===== src/rtl/present_pkg.sv =====
`default_nettype none
// ============================================================================
//  Module      : present_pkg
//  Description : Shared PRESENT definitions: datapath widths, the round-FSM
//                state encoding and the pLayer bit permutation. The full-round
//                core uses the pLayer helper too.
//  Revision    : 1.0 - initial release
// ============================================================================
package present_pkg;

   localparam int STATE_W  = 64;
   localparam int NIBBLE_W = 4;

   // Round FSM state encoding
   typedef logic [1:0] fsm_state_t;
   localparam logic [1:0] ST_IDLE = 2'd0;
   localparam logic [1:0] ST_SUB  = 2'd1;
   localparam logic [1:0] ST_DONE = 2'd2;

   // pLayer: bit i moves to 16*i mod 63. Bit 63 is a fixed point.
   function automatic logic [STATE_W-1:0] present_player(input logic [STATE_W-1:0] s);
      logic [STATE_W-1:0] p;
      p = '0;
      for (int i = 0; i < STATE_W - 1; i++) begin
         p[(16 * i) % 63] = s[i];
      end
      p[STATE_W-1] = s[STATE_W-1];
      return p;
   endfunction

endpackage
`default_nettype wire


===== src/rtl/sbox.sv =====
`default_nettype none
// ============================================================================
//  Module      : sbox
//  Description : 4-bit PRESENT S-box (combinational) with one scan flop
//                chained in by the parent.
//  Ports       : clk   - scan flop clock
//                din   - nibble in
//                dout  - substituted nibble
//                scand - scan data in
//                scanq - scan data out (one clock of latency, not reset)
//  Revision    : 1.0 - initial release
// ============================================================================
module sbox (
   input  logic       clk,
   input  logic [3:0] din,
   output logic [3:0] dout,
   input  logic       scand,
   output logic       scanq
);

   always_comb begin
      dout = 4'h0;
      case (din)
         4'h0: dout = 4'hC;
         4'h1: dout = 4'h5;
         4'h2: dout = 4'h6;
         4'h3: dout = 4'hB;
         4'h4: dout = 4'h9;
         4'h5: dout = 4'h0;
         4'h6: dout = 4'hA;
         4'h7: dout = 4'hD;
         4'h8: dout = 4'h3;
         4'h9: dout = 4'hE;
         4'hA: dout = 4'hF;
         4'hB: dout = 4'h8;
         4'hC: dout = 4'h4;
         4'hD: dout = 4'h7;
         4'hE: dout = 4'h1;
         4'hF: dout = 4'h2;
         default: dout = 4'h0;
      endcase
   end

   // Scan flop is deliberately outside the functional reset domain.
   always_ff @(posedge clk) begin
      scanq <= scand;
   end

endmodule
`default_nettype wire


===== src/rtl/present_sp_layer.sv =====
`default_nettype none
// ============================================================================
//  Module      : present_sp_layer
//  Description : Serial PRESENT substitution/permutation layer. Loads
//                state ^ key, substitutes LANES nibbles per cycle through the
//                sbox lanes while rotating a 64-bit shift register, then
//                presents pLayer(sreg) until downstream accepts it.
//  Parameters  : LANES      - sbox instances (1, 2, 4, 8 or 16)
//  Ports       : clk, rst_n - clock, asynchronous active-low reset
//                in_valid / in_ready / in_state / in_key - input handshake
//                out_valid / out_ready / out_state       - output handshake
//                scand / scanq - scan chain through the sbox lanes
//  Revision    : 1.0 - initial release
// ============================================================================
module present_sp_layer
   import present_pkg::*;
#(
   parameter int LANES = 1
) (
   input  logic               clk,
   input  logic               rst_n,
   input  logic               in_valid,
   output logic               in_ready,
   input  logic [STATE_W-1:0] in_state,
   input  logic [STATE_W-1:0] in_key,
   output logic               out_valid,
   input  logic               out_ready,
   output logic [STATE_W-1:0] out_state,
   input  logic               scand,
   output logic               scanq
);

   localparam int         N        = 16 / LANES;
   localparam int         SHIFT    = NIBBLE_W * LANES;
   localparam logic [3:0] CNT_LAST = 4'(N - 1);

   fsm_state_t         state;
   logic [3:0]         cnt;
   logic [STATE_W-1:0] sreg;
   logic [STATE_W-1:0] sreg_next;
   logic [SHIFT-1:0]   sub_out;
   logic [LANES:0]     scan_chain;

   assign scan_chain[0] = scand;
   assign scanq         = scan_chain[LANES];

   // Lane j always works on the lowest nibbles of the register, so after
   // N shifts every nibble has passed through a lane exactly once.
   for (genvar j = 0; j < LANES; j++) begin : g_lane
      sbox u_sbox (
         .clk   (clk),
         .din   (sreg[NIBBLE_W*j +: NIBBLE_W]),
         .dout  (sub_out[NIBBLE_W*j +: NIBBLE_W]),
         .scand (scan_chain[j]),
         .scanq (scan_chain[j+1])
      );
   end

   // Substituted nibbles re-enter at the top; with all 16 lanes the whole
   // register is replaced in one step.
   if (LANES == 16) begin : g_full_width
      assign sreg_next = sub_out;
   end else begin : g_partial_width
      assign sreg_next = {sub_out, sreg[STATE_W-1:SHIFT]};
   end

   always_ff @(posedge clk or negedge rst_n) begin
      if (!rst_n) begin
         state <= ST_IDLE;
         cnt   <= 4'd0;
         sreg  <= '0;
      end else begin
         case (state)
            ST_IDLE: begin
               if (in_valid) begin
                  sreg  <= in_state ^ in_key;
                  cnt   <= 4'd0;
                  state <= ST_SUB;
               end
            end
            ST_SUB: begin
               sreg <= sreg_next;
               cnt  <= cnt + 4'd1;
               if (cnt == CNT_LAST) begin
                  state <= ST_DONE;
               end
            end
            ST_DONE: begin
               if (out_ready) begin
                  state <= ST_IDLE;
               end
            end
            default: state <= ST_IDLE;
         endcase
      end
   end

   assign in_ready  = (state == ST_IDLE);
   assign out_valid = (state == ST_DONE);
   assign out_state = present_player(sreg);

endmodule
`default_nettype wire

===== config.mk =====
export PLATFORM = sky130hd
export DESIGN_NAME = present_sp_layer
export DESIGN_NICKNAME = d
export VERILOG_FILES = /design/src/rtl/present_pkg.sv /design/src/rtl/sbox.sv /design/src/rtl/present_sp_layer.sv
export SDC_FILE = /design/constraint.sdc
export NUM_CORES = 1
export LEC_CHECK = 0
export BUFFER_PORTS_ARGS = -buffer_cell sky130_fd_sc_hd__clkbuf_2
export CORE_UTILIZATION = 25
export DETAILED_ROUTE_END_ITERATION = 8
export GPL_TIMING_DRIVEN = 0
export PLACE_DENSITY = 0.5
export SLEW_MARGIN = 10
export SYNTH_ARGS = -nofsm -noshare
export SYNTH_HDL_FRONTEND = slang
export SYNTH_SLANG_ARGS = --single-unit

===== constraint.sdc =====
create_clock -name clk -period 1.7 [get_ports clk]
set_clock_uncertainty 0.2 [all_clocks]
set_input_delay 0.34 -clock clk [delete_from_list [all_inputs] [get_ports clk]]
set_output_delay 0.34 -clock clk [all_outputs]
set_load 0.005 [all_outputs]

### Yosys cells after proc, flatten, opt, wreduce, memory -nomap -nowiden

Memories as Yosys holds them, arrays and structs flattened.
Index checks and enable logic that the tools add are counted.
W data, S select, Z words.

* bits in read-only memories: 64
* output and inout bits: 67
* input port bits: 133
* memories kept: 1
* bits in registers: 71
* word-level logic and storage cells: 25

* equality and inequality tests: 6
* bitwise gates (word level): 1
* add/sub/neg operators: 1
* muxes and demuxes: 8
* reduce and logical (&&, ||, !) cells: 4

Memory list
* (name not given): words 16, width 4, read ports 1, clocked after memory_dff 0, wr ports 0, line sbox.sv:23 `case (din)`

Operator list (count)
* $pmux W64 S2: 1
* $mux W64: 1
* $xor A64 B64 Y64: 1
* $pmux W4 S2: 1
* $mux W2: 3
* $pmux W2 S3: 1
* $add A4 B1 Y4 const B: 1
* $eq A4 B4 Y1 const B: 1
* $mux W4: 1
* $ne A2 B2 Y1 const B: 2
* $reduce_and A3 Y1: 1
* $eq A2 B1 Y1 const B: 1
* $eq A2 B2 Y1 const B: 1
* $logic_not A2 Y1: 1
* $ne A2 B1 Y1 const B: 1
* $reduce_and A2 Y1: 1
* $reduce_bool A2 Y1: 1

### Logic depth before layout (Yosys ltp)

* depth after elaboration: 3
* depth in mapped cells: 6

### Cells and area by module

Synthesis repeated with hierarchy kept, for this count alone.

* cells, all modules: 390
* area, all modules: 3930.0 µm²

Modules (own cells, without submodules)
* present_sp_layer: cells each 371, instances 1, area each 3724.8 µm²
* sbox: cells each 19, instances 1, area each 205.2 µm²

### Worst setup path before layout

OpenSTA, ideal clock, no wires.

* kind: reg2reg
* start: register sreg[1]
* end: register sreg[62]
* cell stages (with the launch flop): 6
* buffers on the path: 0
* data required time: 1.420 ns
* clock period less this slack: 1.746 ns
* path slack: -0.046 ns
* data arrival time: 1.465 ns
* path through: dfrtp_1 > inv_1 > ha_1 > inv_1 > mux4_2 > o211ai_2

* longest elaborated chain between the ends: 2

RTL lines
* from (decl): line present_sp_layer.sv:39 `logic [STATE_W-1:0] sreg;`
* from (signal assigned): line present_sp_layer.sv:76 `sreg <= in_state ^ in_key;`
* from (signal assigned): line present_sp_layer.sv:82 `sreg <= sreg_next;`
* $mem_v2 Z16 W4
* $pmux W64 S2: line present_sp_layer.sv:73 `case (state)`

No other way between the ends.
A chain may end at the register's enable or synchronous reset.

### Worst setup path in the final report

* start: register state[1]
* end: output port in_ready

* longest elaborated chain between the ends: 1

RTL lines
* from (decl): line present_sp_layer.sv:37 `fsm_state_t state;`
* from (signal assigned): line present_sp_layer.sv:69 `state <= ST_IDLE;`
* from (signal assigned): line present_sp_layer.sv:78 `state <= ST_SUB;`
* from (signal assigned): line present_sp_layer.sv:85 `state <= ST_DONE;`
* $logic_not A2 Y1: line present_sp_layer.sv:98 `assign in_ready = (state == ST_IDLE);`
* to (decl): line present_sp_layer.sv:23 `output logic in_ready,`

No other way between the ends.

==> impl_metrics.py <==
metrics = {
    "floorplanning": {
        "chipWidth_um": 130,
        "dieArea_um2": 16900,
        "ioPinCount": 200,
        "initial_core_util_pct": 25.7,
        "die_h_um": 130,
        "rows": 46,
        "coreArea_um2": 15900,
    },
    "sta": {
        "relSlewSlack_pct": 67.1,
        "whs_ps": 179,
        "period_needed_ps": 1750,
        "rsz0062_at_grt": "yes",
        "period_share_pct": 103,
        "tightest_slew_ps": 493,
        "hold_viol_final": 0,
        "final_max_slew_viol_count": 0,
        "finalSetupViolCount": 15,
        "final.setup.tns_ps": -147,
        "fin_ws_ps": -46.1,
        "max_freq_mhz": 573,
    },
    "worst_setup_path": {
        "crit_chain": "buf_6, clkbuf_16, nor2_4, buf_6",
        "reg2reg_depth": 6,
        "crit_arrival_ps": 1210,
        "slowest_delay_ps": 400,
        "cp_slowest_cell": "dfrtp_1",
        "crit_type": "reg2out",
        "timing.rr.start": "state[0]",
        "cp.required_ps": 1160,
        "reg2reg_to": "sreg[28]",
        "cp_common_cell": "buf_6",
        "cp-end-kind": "output port",
        "cp-start-kind": "flip-flop",
        "rrSetupSlack_ps": -10,
        "critPathMaxFanout": 4,
    },
    "global_route": {
        "grt_overflow": 0,
        "track_usage_pct": 15.8,
        "grt.busiest_layer": "met2",
        "grt_pass1_vias": 3804,
        "grt_use_met1_pct": 20.5,
        "grt_pass1_wl_mm": 20.1,
        "antenna_found_initial": 0,
        "use_met2_pct": 26.5,
        "grt_max_degree": 44,
        "grtUsageMet3_pct": 2.46,
    },
    "worst_hold_path": {
        "hold_path_class": "in2reg",
        "hold_end": "sreg[57]",
        "hold_depth": 4,
        "min_from": "in_state[57]",
    },
    "clock_network": {
        "cts_tree": "done",
        "clk_pin_slew_ps": 60,
        "clock-sinks": 71,
        "root_buffer": "clkbuf_16",
        "htreeDepth": 3,
        "clk_path_buf_depth": 2,
        "insertion_delay_ps": 340,
        "numCtsBuffers": 9,
    },
    "pwr": {
        "p_leak_nw": 2.85,
        "vdd_drop_max_mv": 0.593,
        "p_per_area_nw_per_um2": 1900,
    },
    "synth": {
        "synth_compound_area_share_pct": 29.4,
        "ys_seq_area_share_pct": 43.2,
        "yosys.cell_types.count": 37,
        "syn_inst": 375,
        "syn_area_um2": 4100,
        "ys.flop_type": "dfrtp_1",
        "synth_most_common_cell": "dfrtp_1",
        "synth_top_family_by_area": "compound AO/OA/AOI/OAI gates",
        "synth-simple-area-share_pct": 4.76,
        "yosys.area.top_type": "dfrtp_1",
        "ys_ff_latch": 71,
        "synth_nets": 514,
        "synthXorXnorAreaFrac_pct": 13.9,
        "synth_fa_ha_area_share_pct": 1.83,
        "synthMuxAreaShare_pct": 1.59,
        "synth_top_area_share_pct": 42.7,
        "synth_edf_count": 0,
        "synthTopCellsByCount": "dfrtp_1 (70), a2bb2oi_1 (46), xnor2_1 (44)",
        "synth_area_leaders": "dfrtp_1 (43%), a2bb2oi_1 (9.8%), xnor2_1 (9.4%)",
        "yosys_warnings": 0,
        "ys_async_sr_fraction_pct": 98.6,
        "avgSynthCellArea_um2": 10.9,
    },
    "status": {
        "violations": "setup timing",
        "status": "complete, but fails checks",
    },
    "drt": {
        "dr.pass1.iters": 4,
        "vias": 3871,
        "ant_nets": 0,
        "vias_per_cell": 4.68,
        "drcViolationCount": 0,
        "routed_wl_mm": 13.4,
        "wl_per_cell_um": 16.2,
        "first_iter_violations": 184,
    },
    "layout": {
        "fill_cells": 1649,
        "num-nets-final": 746,
        "area_delta_synth_final_pct": 48.8,
        "antenna_cells": 0,
        "fin_area_um2": 6100,
        "layout-drive-gt1-share_pct": 44.9,
    },
    "placement": {
        "io_buffer_count": 199,
        "dp_hpwl_mm": 9.84,
        "postPlaceCellArea_um2": 5410,
        "gp_congestion": 0.763,
    },
    "run": {
        "maxCapViolations": 0,
    },
}
[power by group]
part / internal, W / switching [W]
registers: 0.00260 / 0.000851
clock network: 0.00133 / 0.000758
logic: 0.00342 / 0.00265
total: 0.00735 / 0.00426
[final cells by class]
| type | count | area, µm² | share of cell area (%) |
|---|---|---|---|
| plain buffers | 31 | 279 | 4.57 |
| clock buffers | 11 | 243 | 3.98 |
| inverters | 8 | 32.5 | 0.533 |
| repair buffers | 221 | 1270 | 20.8 |
| clock inverters | 5 | 81.3 | 1.33 |
| well taps | 216 | 270 | 4.43 |
| flip-flops and latches | 71 | 1770 | 29.1 |
| multi-input cells | 265 | 2150 | 35.2 |
[placed cells by master, fill, tap and decap left out, types with 6 or more instances in the layout]
| cell type | n |
|---|---|
| a22oi_1 | 17 |
| a21oi_1 | 15 |
| clkbuf_2 | 197 |
| a2bb2oi_1 | 46 |
| clkbuf_1 | 6 |
| o22a_1 | 43 |
| xor2_1 | 21 |
| dfrtp_1 | 68 |
| xnor2_1 | 44 |
| o21ai_1 | 23 |
| clkbuf_16 | 14 |
| buf_4 | 20 |
| buf_2 | 8 |
| nor2b_1 | 17 |
[flip-flops by register name (all words and copies together) (netlist names)]
name	count
g_lane.u_sbox.scanq	1
cnt	4
sreg	64
state	2
[per-stage QoR]
stage	total power (W)	util (%)	setup slack, ps	cells
after floorplan	0.00683	-	1.55	375
after CTS	0.0113	37.1	-74.5	821
after global routing	0.0124	38.3	-77.8	828
after global placement	0.00878	33.7	-581	790
final	0.0116	38.3	-46.1	828
after detailed placement	0.00893	33.9	-181	791
[critical path, delay by kind of cell (launching register included)]
kind / cells / cell delay, ps
buffers and inverters: 3 / 380
flip-flops: 1 / 400
AND/OR/NAND/NOR: 1 / 100
[cells by family after synthesis]
group / after synthesis
buffers and inverters: 39
XOR/XNOR: 65
multiplexers: 4
adder cells (fa/ha/maj): 6
AND/OR/NAND/NOR: 34
flip-flops: 71
AO/OA/AOI/OAI: 156
[worst max-delay path by stage]
stage          slack [ps]   endpoint      from  cells past startpoint
3_5_place_dp         -180   in_ready  state[1]                      4
3_3_place_gp         -580   sreg[52]     rst_n                      1
4_1_cts               -70   in_ready  state[1]                      4
5_1_grt               -80  out_valid  state[0]                      4
6_report              -50   in_ready  state[1]                      4
2_1_floorplan           2   sreg[62]   sreg[0]                      5
[repair_timing]
item / 4_1_cts / 5_1_grt
resized for setup: 17 / 27
pin swaps: 2 / 1
hold buffers: 3 / 0
setup endpoints to repair: 6 / 55
buffers inserted: 11 / 4
hold endpoints to repair: 29 / 0
cloned: 0 / 3
[per-layer routing]
layer | wire length [µm] | up-vias
met5 | 0 | -
met4 | 186 | 0
met3 | 548 | 13
met2 | 6520 | 124
met1 | 6190 | 1869
li1 | - | 1865
Power figures use the tool's default switching activity.
